$ cat config.mk
export PLATFORM = sky130hd
export DESIGN_NAME = zorro_dma_master
export DESIGN_NICKNAME = d
export VERILOG_FILES = /design/src/rtl/bluster_pkg.sv /design/src/rtl/bluster_sync.sv /design/src/rtl/zorro_dma_master.sv
export SDC_FILE = /design/constraint.sdc
export NUM_CORES = 1
export LEC_CHECK = 0
export ABC_AREA = 0
export CAP_MARGIN = 0
export CORE_UTILIZATION = 41
export DETAILED_ROUTE_END_ITERATION = 6
export GPL_TIMING_DRIVEN = 0
export PLACE_DENSITY_LB_ADDON = 0.15
export REMOVE_ABC_BUFFERS = 1
export SYNTH_ARGS = -nofsm -noshare
export SYNTH_HDL_FRONTEND = slang
export SYNTH_SLANG_ARGS = --single-unit
$ cat constraint.sdc
create_clock -name C7M -period 2.53 [get_ports C7M]
set_input_delay 0.253 -clock C7M [delete_from_list [all_inputs] [get_ports C7M]]
set_output_delay 0.253 -clock C7M [all_outputs]
set_load 0.02 [all_outputs]
$ cat src/rtl/bluster_pkg.sv
// rtl/bluster_pkg.sv - shared state type, bus level constants and helpers for the Zorro DMA master
package bluster_pkg;

  typedef enum logic [2:0] {
    IDLE,
    REQ,
    WAITFREE,
    ADDR,
    STRB,
    WAIT,
    TERM,
    REL
  } zdm_state_t;

  // Zorro control lines are active low
  localparam logic ASSERTED_L = 1'b0;
  localparam logic NEGATED_L  = 1'b1;

  // No byte lane selected is meaningless on the bus; it becomes a full word access
  function automatic logic [1:0] fix_ben(input logic [1:0] b);
    return (b == 2'b00) ? 2'b11 : b;
  endfunction

endpackage

$ cat src/rtl/bluster_sync.sv
// rtl/bluster_sync.sv - multi-flop synchronizer for one asynchronous active-low bus input
module bluster_sync #(
  parameter int STAGES = 2
) (
  input  logic clk,
  input  logic rst,
  input  logic d,
  output logic q
);

  logic [STAGES-1:0] chain;

  // Resets to the negated level so no bus line appears asserted out of reset
  always_ff @(posedge clk or posedge rst) begin
    if (rst) chain <= '1;
    else     chain <= {chain[STAGES-2:0], d};
  end

  assign q = chain[STAGES-1];

endmodule

$ cat src/rtl/zorro_dma_master.sv
// rtl/zorro_dma_master.sv - Zorro II bus-master engine: arbitration, 68000-style word/byte cycles, tenure limit
module zorro_dma_master
  import bluster_pkg::*;
#(
  parameter int BURST_MAX   = 4,
  parameter int TIMEOUT     = 64,
  parameter int SYNC_STAGES = 2
) (
  input  logic        C7M,
  input  logic        RESET,
  input  logic        req,
  input  logic        we,
  input  logic [22:0] addr,
  input  logic [1:0]  ben,
  input  logic [15:0] wdata,
  output logic [15:0] rdata,
  output logic        ack,
  output logic        err,
  input  logic        BGn,
  input  logic        ASn_in,
  input  logic        DTACKn,
  input  logic        BEERn,
  input  logic        OWN_in,
  output logic        BRn,
  output logic        OWNn,
  output logic        ASn,
  output logic        UDSn,
  output logic        LDSn,
  output logic        READ,
  output logic [22:0] A,
  output logic [15:0] D_out,
  input  logic [15:0] D_in,
  output logic        bus_oe,
  output logic        d_oe
);

  logic s_bgn, s_asn, s_dtackn, s_beern, s_own;

  bluster_sync #(.STAGES(SYNC_STAGES)) u_sync_bg    (.clk(C7M), .rst(RESET), .d(BGn),    .q(s_bgn));
  bluster_sync #(.STAGES(SYNC_STAGES)) u_sync_as    (.clk(C7M), .rst(RESET), .d(ASn_in), .q(s_asn));
  bluster_sync #(.STAGES(SYNC_STAGES)) u_sync_dtack (.clk(C7M), .rst(RESET), .d(DTACKn), .q(s_dtackn));
  bluster_sync #(.STAGES(SYNC_STAGES)) u_sync_beer  (.clk(C7M), .rst(RESET), .d(BEERn),  .q(s_beern));
  bluster_sync #(.STAGES(SYNC_STAGES)) u_sync_own   (.clk(C7M), .rst(RESET), .d(OWN_in), .q(s_own));

  zdm_state_t state, nxt;
  logic [7:0] tcnt;
  logic [7:0] burst_cnt;
  logic [1:0] ben_q;
  logic       tmo, bus_free, more;

  assign tmo      = (tcnt == 8'(TIMEOUT - 1));
  assign bus_free = ~s_bgn & s_asn & s_dtackn & s_own;
  // Chaining needs a clean previous cycle, a waiting command, tenure budget and DTACK already negated
  assign more     = ~err & req & s_dtackn & ((int'(burst_cnt) + 1) < BURST_MAX);

  always_ff @(posedge C7M or posedge RESET) begin
    if (RESET) state <= IDLE;
    else       state <= nxt;
  end

  always_comb begin
    nxt = state;
    case (state)
      IDLE:     if (req) nxt = REQ;
      REQ:      if (!s_bgn) nxt = WAITFREE;
      WAITFREE: begin
        if (s_bgn)         nxt = REQ;
        else if (bus_free) nxt = ADDR;
      end
      ADDR:     nxt = STRB;
      STRB:     nxt = WAIT;
      WAIT:     if (!s_beern || !s_dtackn || tmo) nxt = TERM;
      TERM:     nxt = more ? ADDR : REL;
      REL:      nxt = IDLE;
      default:  nxt = IDLE;
    endcase
  end

  // Every bus-visible output is a flop updated on state entry, so the pins never see a bus input combinationally
  always_ff @(posedge C7M or posedge RESET) begin
    if (RESET) begin
      BRn       <= NEGATED_L;
      OWNn      <= NEGATED_L;
      ASn       <= NEGATED_L;
      UDSn      <= NEGATED_L;
      LDSn      <= NEGATED_L;
      READ      <= 1'b1;
      bus_oe    <= 1'b0;
      d_oe      <= 1'b0;
      ack       <= 1'b0;
      err       <= 1'b0;
      rdata     <= '0;
      A         <= '0;
      D_out     <= '0;
      ben_q     <= 2'b11;
      tcnt      <= '0;
      burst_cnt <= '0;
    end else begin
      ack <= 1'b0;
      err <= 1'b0;

      if (state == STRB)                     tcnt <= '0;
      else if (state == WAIT && tcnt != '1) tcnt <= tcnt + 8'd1;

      if (state == TERM)     burst_cnt <= burst_cnt + 8'd1;
      else if (state == REL) burst_cnt <= '0;

      if (nxt != state) begin
        case (nxt)
          REQ:  BRn <= ASSERTED_L;
          ADDR: begin
            A      <= addr;
            READ   <= ~we;
            D_out  <= wdata;
            d_oe   <= we;
            ben_q  <= fix_ben(ben);
            OWNn   <= ASSERTED_L;
            BRn    <= NEGATED_L;
            bus_oe <= 1'b1;
          end
          STRB: begin
            ASn <= ASSERTED_L;
            if (READ) begin
              UDSn <= ~ben_q[1];
              LDSn <= ~ben_q[0];
            end
          end
          // Write data strobes trail AS by one clock so D_out is settled on the backplane
          WAIT: if (!READ) begin
            UDSn <= ~ben_q[1];
            LDSn <= ~ben_q[0];
          end
          TERM: begin
            ASn  <= NEGATED_L;
            UDSn <= NEGATED_L;
            LDSn <= NEGATED_L;
            if (!s_beern) begin
              err <= 1'b1;
            end else if (!s_dtackn) begin
              ack <= 1'b1;
              if (READ) rdata <= D_in;
            end else begin
              err <= 1'b1;
            end
          end
          REL: begin
            OWNn   <= NEGATED_L;
            bus_oe <= 1'b0;
            d_oe   <= 1'b0;
          end
          default: ;
        endcase
      end
    end
  end

endmodule

* Word-level counts from Yosys, hierarchy flattened *
Index checks and enable logic that the tools add are counted.

operators by class
  muxes and demuxes = 31
  magnitude comparators = 1
  eq/ne operators = 18
  $add $sub $neg = 3
  reductions and logical operators = 19
  bitwise gates (word level) = 12

operators with widths
  cell                                                        count
  2-to-1 mux 8 bit                                            4
  equality test 3 bit, second input constant                  8
  case mux 3 bit (8 select lines)                             1
  2-to-1 mux 3 bit                                            6
  adder 8 x 1 -> 8 bit, second input constant                 2
  2-to-1 mux 1 bit                                            12
  case mux 1 bit (2 select lines)                             5
  nonzero test 2 bit                                          5
  adder 8 x 1 -> 9 bit, second input constant                 1
  equality test 3 x 2 -> 1 bit, second input constant         3
  less-than comparator 9 x 3 -> 1 bit, second input constant  1
  equality test 8 x 6 -> 1 bit, second input constant         1
  inequality test 8 bit, second input constant                1
  AND reduction 2 bit                                         4
  bitwise AND 1 bit                                           6
  equality test 3 x 1 -> 1 bit, second input constant         2
  NOT 1 bit                                                   6
  case mux 1 bit (3 select lines)                             2
  AND reduction 5 bit                                         1
  inequality test 2 bit, second input constant                2
  AND reduction 4 bit                                         1
  logical NOT 3 bit                                           1
  inequality test 3 bit                                       1
  nonzero test 3 bit                                          1
  5 further kinds                                             7

storage, ports and cells
  logic and storage cells = 106
  register bits = 96
  input bits = 66
  output and inout bits = 65

* Depth between registers and ports, before layout *
Gate-level depths: netlist of run 1.

  depth after elaboration = 10
  mapped depth = 10
  depth with buffers taken out = 7

* Modules after synthesis *
Synthesis of run 1 repeated with hierarchy kept, for this count alone.

second synthesis, totals
  cells, all modules = 306
  area, all modules = 4,021.4 um^2

by module, submodules not included
  module            area an instance (um^2)  sequential area each (um^2)  cells each  times used
  zorro_dma_master  3,739.8                  2,162.1                      291         1
  bluster_sync      56.3                     52.6                         3           5

* Worst setup path before layout of run 1 *
Ideal clock, no wire load.

  kind = flip-flop to flip-flop
  start = register tcnt[0]
  end = register A[0]
  library setup time = 0.125 ns
  buffers on the path = 1
  required time = 2.405 ns
  period minus slack after synthesis = 2.194 ns
  stages on the path, launching flop included = 8
  arrival time = 2.070 ns
  path slack = 0.336 ns
  path through = dfrtp_1 ha_1 nor3b_1 a211oi_1 a2bb2oi_4 o211a_4 buf_4 mux2_2

between the ends
  cells in the longest elaborated chain, start to end = 6
  elaborated cells on any way between the ends = 7
  classes of those cells = eq/ne (3); mux (2); reduce/logical (2)

RTL lines
  element                                                                       RTL line                                          RTL
  start, declared                                                               zorro_dma_master.sv:46                            logic [7:0] tcnt;
  start signal, assigned                                                        zorro_dma_master.sv:103                           else if (state == WAIT && tcnt != '1) tcnt <= tcnt + 8'd1;
  equality test 8 x 6 -> 1 bit (*)                                              zorro_dma_master.sv:51                            assign tmo = (tcnt == 8'(TIMEOUT - 1));
  logical OR 1 bit (*)                                                          zorro_dma_master.sv:72                            WAIT: if (!s_beern || !s_dtackn || tmo) nxt = TERM;
  2-to-1 mux 3 bit (*)                                                          zorro_dma_master.sv:72
  case mux 3 bit (8 select lines) (*)                                           zorro_dma_master.sv:63                            case (state)
  net nxt[0]                                                                    zorro_dma_master.sv:45                            zdm_state_t state, nxt;
  inequality test 3 bit / equality test 3 x 2 -> 1 bit (equally long branches)  zorro_dma_master.sv:108, zorro_dma_master.sv:109
  AND reduction 2 bit (no source line) (*)                                      n/a
  end signal, assigned                                                          zorro_dma_master.sv:112                           A <= addr;
  end, declared                                                                 zorro_dma_master.sv:30                            output logic [22:0] A,

The timed path passes the listed nets; every way through them passes the cells marked *.
A chain may end at the register's enable or synchronous reset.

* Worst setup path in the final report of run 1 *
  start = register state[1]
  end = register D_out[11]

between the ends
  elaborated cells on any way between the ends = 17
  classes of those cells = eq/ne (9); mux (6); reduce/logical (2)

RTL lines
  element                                                                       RTL line                                          RTL
  start, declared                                                               zorro_dma_master.sv:45
  start signal, assigned                                                        zorro_dma_master.sv:58                            else state <= nxt;
  equality test 3 bit, or another cell as far along                             zorro_dma_master.sv:63
  case mux 3 bit (8 select lines) (*)                                           zorro_dma_master.sv:63
  net nxt[0]                                                                    zorro_dma_master.sv:45
  inequality test 3 bit / equality test 3 x 2 -> 1 bit (equally long branches)  zorro_dma_master.sv:108, zorro_dma_master.sv:109
  AND reduction 2 bit (no source line) (*)                                      n/a
  end signal, assigned                                                          zorro_dma_master.sv:114                           D_out <= wdata;
  end, declared                                                                 zorro_dma_master.sv:31                            output logic [15:0] D_out,

Marked as above.

==> results of run 1 <==
[metal layers]
metal	up-vias	share of wire	global-route usage	wire, um
met5	-	0	0	0
met1	1355	0.43	0.220	3750
li1	1322	-	-	-
met3	13	0.095	0.0874	838
met4	0	0.016	0.0635	142
met2	89	0.46	0.294	4080
[state kept, by name (all words and copies together) (netlist names)]
register / count
u_sync_own.chain: 2
ack: 1
burst_cnt: 8
LDSn: 1
ben_q: 2
u_sync_dtack.chain: 2
rdata: 16
bus_oe: 1
state: 3
READ: 1
u_sync_bg.chain: 2
err: 1
BRn: 1
OWNn: 1
u_sync_as.chain: 2
A: 23
UDSn: 1
tcnt: 8
ASn: 1
u_sync_beer.chain: 2
D_out: 16
d_oe: 1
[kinds of logic after synthesis]
logic type / count (synthesis) / share of synthesized area
buffers and inverters: 22 / 0.0349
muxes: 60 / 0.169
and+or+nand+nor: 66 / 0.0858
adders and majority gates: 2 / 0.00628
xor gates and xnor gates: 8 / 0.0176
AOI/OAI and AO/OA: 43 / 0.0773
DFF: 96 / 0.609
[area by class of cell]
cell class              instances  area share
multi-input cells             182       0.261
clock inverters                 6      0.0164
clock buffers                  10      0.0226
flip-flops and latches         96       0.429
inverters                      10     0.00709
well taps                     129      0.0286
repair buffers                131       0.235
[cell usage after synthesis, types with 3 or more instances]
master | instances | area (sq um)
nand3_1 | 7 | 35.0
nand4_1 | 3 | 18.8
dfstp_2 | 18 | 473
dfrtp_1 | 78 | 1950
o21ai_0 | 15 | 75.1
buf_4 | 3 | 22.5
xor2_1 | 6 | 52.6
inv_1 | 10 | 37.5
nand2_1 | 17 | 63.8
nor2_1 | 13 | 48.8
a21oi_1 | 10 | 50.1
nor3_1 | 8 | 40.0
mux2_2 | 58 | 653
buf_2 | 3 | 15.0
[cells in the final DEF (no fill, tap or decap), types with 3 or more instances in the layout]
| master | instances |
|---|---|
| a21oi_1 | 10 |
| clkbuf_8 | 9 |
| clkdlybuf4s50_1 | 130 |
| dfrtp_1 | 78 |
| dfstp_2 | 18 |
| inv_1 | 9 |
| mux2_2 | 58 |
| nand2_1 | 17 |
| nand3_1 | 7 |
| nand4_1 | 3 |
| nor2_1 | 13 |
| nor3_1 | 8 |
| o211a_4 | 4 |
| o21ai_0 | 14 |
| xor2_1 | 6 |
[critical path, cell delays in order, from the launching register on]
cell,delay (ns)
dfrtp_1,0.55
or3b_1,0.42
a32oi_2,0.22
a2bb2oi_4,0.35
o211a_4,0.37
mux2_2,0.37
[path summary, 6_finish.rpt]
check	from	endpoint	slack, ns
worst max register to register	state[1]$_DFF_PP0_	D_out[11]$_DFFE_PP0P_	0.13
max in group asynchronous	RESET	BRn$_DFFE_PP1P_	1.58
worst max-delay path	state[1]$_DFF_PP0_	D_out[11]$_DFFE_PP0P_	0.13
worst min register to register	u_sync_dtack.chain[0]$_DFF_PP1_	u_sync_dtack.chain[1]$_DFF_PP1_	0.36
worst min-delay path	RESET	A[0]$_DFFE_PP0P_	0.25
min in group C7M	BGn	u_sync_bg.chain[0]$_DFF_PP1_	0.28
[per-stage QoR]
step,utilization,total power [uW],hold WS [ns]
detailed placement,0.576,5630,0.348
global route,0.606,7150,0.271
global placement,0.573,5560,0.346
floorplan,-,4210,0.257
CTS,0.603,6820,0.255
finish,0.606,6750,0.246
[what timing repair did]
action	CTS	global route
gates cloned	2	1
setup endpoints to repair	40	29
resized for setup	3	3
[power by group through the flow]
stage / sequential, uW / clock, uW / combinational [uW]
2_1_floorplan: 3190 / 0 / 1020
3_3_place_gp: 2600 / 0 / 2960
3_5_place_dp: 2640 / 0 / 2990
4_1_cts: 2620 / 1140 / 3060
5_1_grt: 2700 / 1200 / 3250
6_report: 2610 / 1100 / 3040
==> metrics.md, run 1 <==
| Metric | Value |
|---|---|
| Cell area after synthesis | roughly 4000 sq um |
| FF-to-FF path depth | 5 |
| Clock Sinks | 96 |
| Ys async rst share | 1.00 |
| Syn avg cell area | 13.4 sq um |
| Number of H-tree levels | 3 |
| Cell area after layout | 5650 sq um |
| EDFF count, synth | 0 |
| Area Growth Syn to Fin | 41.9% |
| I/O Buffers | 130 |
| Pre-CTS WS | -0.133 ns |
| GRT Total Usage | 0.185 |
| Max VDD drop | approximately 560 uV |
| #FFs+latches synth | 96 |
| Multi-input logic area | around 1500 sq um |
| CTS root buf | clkbuf_8 |
| Initial core utilization | 0.427 |
| Clock Pin Slew Worst Setup and Hold Paths | 0.10 ns |
| Netlist cell types | 50 |
| Instance count of the mapped netlist | 297 |
| CORE AREA | 9330 sq um |
| Reg power frac | 0.387 |
| Unrepaired setup endpoints after global routing | false |
| DRT antenna net count | 0 |
| Worst hold path type | input pin to async pin |
| Final Max Tran Viols | 0 |
| TritonCTS buffer count | 9 |
| DP HPWL | 5.94 mm |
| Top_reg_cell synth | dfrtp_1 |
| Total area of sequential cells | 2420 sq um |
| WL/cell | 15.6 um |
| Gate power share | 0.451 |
| Die height | 101 um |
| Net Switching | around 2400 uW |
| Pre-Repair DR Iteration Count | 4 |
| Final setup TNS | 0 ns |
| Worst-Skew Late Latency | 0.37 ns |
| CP Max Fanout | 15 |
| Worst Tran Pin Value | ~0.84 ns |
| Fillers | just under 800 |
| Via density | just under 5 |
| Fin crit period | about 2.4 ns |
| Max-slew headroom | 0.438 |
| Global route total overflow | 0 |
| Placed Cells | 545 |
| FP Rows | 35 |
| DRT iter0 DRCs | 104 |
| CTS tree | yes |
| CTS max path bufs | 2 |
| Startpoint class of the critical path | register |
| Hold Buf Count CTS | 0 |
| Fin Clk Skew | 0.0124 ns |
| Largest net degree at the start of global routing | 64 |
| Setup slack after layout | 0.133 ns |
| Post-route DRC | 0 |
| Area of placed instances | 5370 sq um |
| Pwr per Cell Area | ~1200 nW/um^2 |
| WS Path Type | register to register |
| Pint | approximately 4300 uW |
| Crit path capture type | register |
| Static leakage | ~0.0024 uW |
| Routed WL | 8.81 mm |
| Die area | 10100 sq um |
| Final hold vios | 0 |
| Non-Filler Instances | around 560 |
| Final setup fails | 0 |
| Critical Path AT | 2.65 ns |
| Worst EP required | 2.78 ns |
| Syn. warnings | 0 |
| Switching share of total power | 0.358 |
| Post-CTS setup buffer count | 0 |
| Power share of the clock group | 0.162 |
| DIE WIDTH | 101 um |
| Routability Congestion | roughly 0.76 |
| Ant. Diodes | 0 |
| Via count | 2779 |
| Via count of the first global-routing pass | 2875 |
| Timing-limited maximum frequency | 417 MHz |
| Final worst path period share | 0.948 |
| Seq/Total Area, Yosys | 0.609 |
| # nets final | 498 |
| Share of cells above drive strength 1 | 0.241 |
| First-pass GRT wire length | 14.0 mm |
| Status | finished clean |
| I/O pins | 131 |
| Antenna violations before repair | 0 |
| Max-cap violation count | 0 |
(Power assumes the default switching activity.)
==> inputs of run 2 (changes only) <==
--- a/config.mk
+++ b/config.mk
@@ -7,7 +7,7 @@
 export LEC_CHECK = 0
 export ABC_AREA = 0
 export CAP_MARGIN = 0
-export CORE_UTILIZATION = 41
+export CORE_UTILIZATION = 49
 export DETAILED_ROUTE_END_ITERATION = 6
 export GPL_TIMING_DRIVEN = 0
 export PLACE_DENSITY_LB_ADDON = 0.15
==> constraint.sdc (replaced) <==
create_clock -name C7M -period 3 [get_ports C7M]
set_input_delay 0.3 -clock C7M [delete_from_list [all_inputs] [get_ports C7M]]
set_output_delay 0.3 -clock C7M [all_outputs]
set_load 0.02 [all_outputs]
==> metrics.md, run 2 (synthesized netlist as in run 1, its figures left out) <==
| Metric | Value |
|---|---|
| Startpoint class of the critical path | register |
| Net Switching | 1960 uW |
| Reg power frac | 0.391 |
| Max-slew headroom | 0.460 |
| Clock Sinks | 96 |
| Pre-Repair DR Iteration Count | 4 |
| GRT Total Usage | 0.208 |
| Switching share of total power | 0.349 |
| Most frequent cells in the layout | clkdlybuf4s50_1 (130), dfrtp_1 (78), mux2_2 (58) |
| Via density | 5.21 |
| Leading cell type in the layout, fill and taps excluded | clkdlybuf4s50_1 |
| Largest regs | A: 23 flops, D_out: 16 flops, rdata: 16 flops |
| Biggest register | A |
| Post-route DRC | 0 |
| Largest register FFs | 23 |
| First-pass GRT wire length | 13.7 mm |
| Pwr per Cell Area | 1010 nW/um^2 |
| Pint | 3660 uW |
| Global route total overflow | 0 |
| Routability Congestion | 0.776 |
| Die height | 92.1 um |
| Die area | 8490 sq um |
| Largest net degree at the start of global routing | 51 |
| Timing-limited maximum frequency | 370 MHz |
| Number of H-tree levels | 3 |
| CP Max Fanout | 49 |
| Worst hold path type | input pin to register |
| Final worst path period share | 0.900 |
| Pre-CTS WS | 0.326 ns |
| Hold slack | 0.346 ns |
| Post-CTS setup buffer count | 0 |
| Worst Tran Pin Value | between 0.8 and 0.9 ns |
| Worst EP required | 3.25 ns |
| Max-cap violation count | 0 |
| Final setup TNS | 0 ns |
| Status | finished clean |
| WHS Path Cells | 1 |
| Antenna violations before repair | 0 |
| Unrepaired setup endpoints after global routing | false |
| CORE AREA | 7810 sq um |
| WL/cell | 15.5 um |
| Routed WL | just over 8 mm |
| CTS resizes | 0 |
| Via count of the first global-routing pass | about 2900 |
| I/O Buffers | 130 |
| Final setup fails | 0 |
| Gate power share | 0.446 |
| Initial core utilization | 0.510 |
| DIE WIDTH | 92.1 um |
| I/O pins | 131 |
| Fin Clk Skew | 0.0151 ns |
| CTS tree | yes |
| Critical Path AT | 2.95 ns |
| CTS root buf | clkbuf_8 |
| DP HPWL | 5.88 mm |
| Static leakage | 0.00234 uW |
| Total power | 5630 uW |
| Clock Pin Slew Worst Setup and Hold Paths | approximately 0.090 ns |
| Share of cells above drive strength 1 | 0.227 |
| FP Rows | 32 |
| Power share of the clock group | 0.164 |
| Fin crit period | between 2 and 3 ns |
| Final Max Tran Viols | 0 |
| Worst-Skew Late Latency | 0.37 ns |
| TritonCTS buffer count | 9 |
| WS Path Type | register to register |
| DRT iter0 DRCs | 124 |
| FF-to-FF path depth | 6 |
| Crit path capture type | register |
| Via count | 2784 |
| Max VDD drop | 599 uV |
| Setup slack after layout | 0.299 ns |
| Area Growth Syn to Fin | 39.5% |
| DRT antenna net count | 0 |
| # nets final | slightly below 500 |
| CTS max path bufs | 2 |
| Ant. Diodes | 0 |
| Hold Buf Count CTS | 0 |
| Final hold vios | 0 |
==> run 2: metrics by stage <==
stage                     cell area (sq um)   util  instances
final                                  5560  0.712        534
after CTS                              5560  0.712        534
after global routing                   5560  0.712        534
after global placement                 5310  0.680        517
after floorplan                        3880      -        285
after detailed placement               5340  0.684        518
==> run 2: layer usage <==
| metal | global-route usage | part of all wire | vias up |
|---|---|---|---|
| li1 | - | - | 1313 |
| met1 | 0.252 | 0.41 | 1376 |
| met2 | 0.332 | 0.49 | 87 |
| met3 | 0.0887 | 0.086 | 8 |
| met4 | 0.0755 | 0.013 | 0 |
| met5 | 0 | 0 | - |
==> run 2: worst paths after layout <==
check | startpoint | end | slack [ns]
worst max-delay path | tcnt[0]$_DFFE_PP0P_ | D_out[15]$_DFFE_PP0P_ | 0.30
worst min-delay path | OWN_in | u_sync_own.chain[0]$_DFF_PP1_ | 0.35
worst max register to register | tcnt[0]$_DFFE_PP0P_ | D_out[15]$_DFFE_PP0P_ | 0.30
worst min register to register | u_sync_as.chain[0]$_DFF_PP1_ | u_sync_as.chain[1]$_DFF_PP1_ | 0.36
max in group asynchronous | RESET | OWNn$_DFFE_PP1P_ | 1.94
min in group asynchronous | RESET | rdata[9]$_DFFE_PP0P_ | 0.36
==> run 2: layout make-up <==
class	instances	area, sq um
Tap cell	102	128
Fill cell	550	2250
Clock inverter	3	67.6
Timing Repair Buffer	131	1330
Clock buffer	13	149
Sequential cell	96	2420
Inverter	10	40.0
Multi-Input combinational cell	179	1420
==> run 2: worst max-delay path: stages, from the launching register on <==
cell	delay, ns
dfrtp_1	0.41
ha_1	0.27
nor3b_1	0.17
a211oi_1	0.42
a2bb2oi_4	0.27
o211a_4	0.60
mux2_2	0.40
==> run 2: power by group through the flow <==
stage	logic, uW	clock network, uW	registers, uW
2_1_floorplan	864	0	2690
3_3_place_gp	2480	0	2190
3_5_place_dp	2520	0	2220
4_1_cts	2540	940	2200
5_1_grt	2670	985	2280
6_report	2510	920	2200
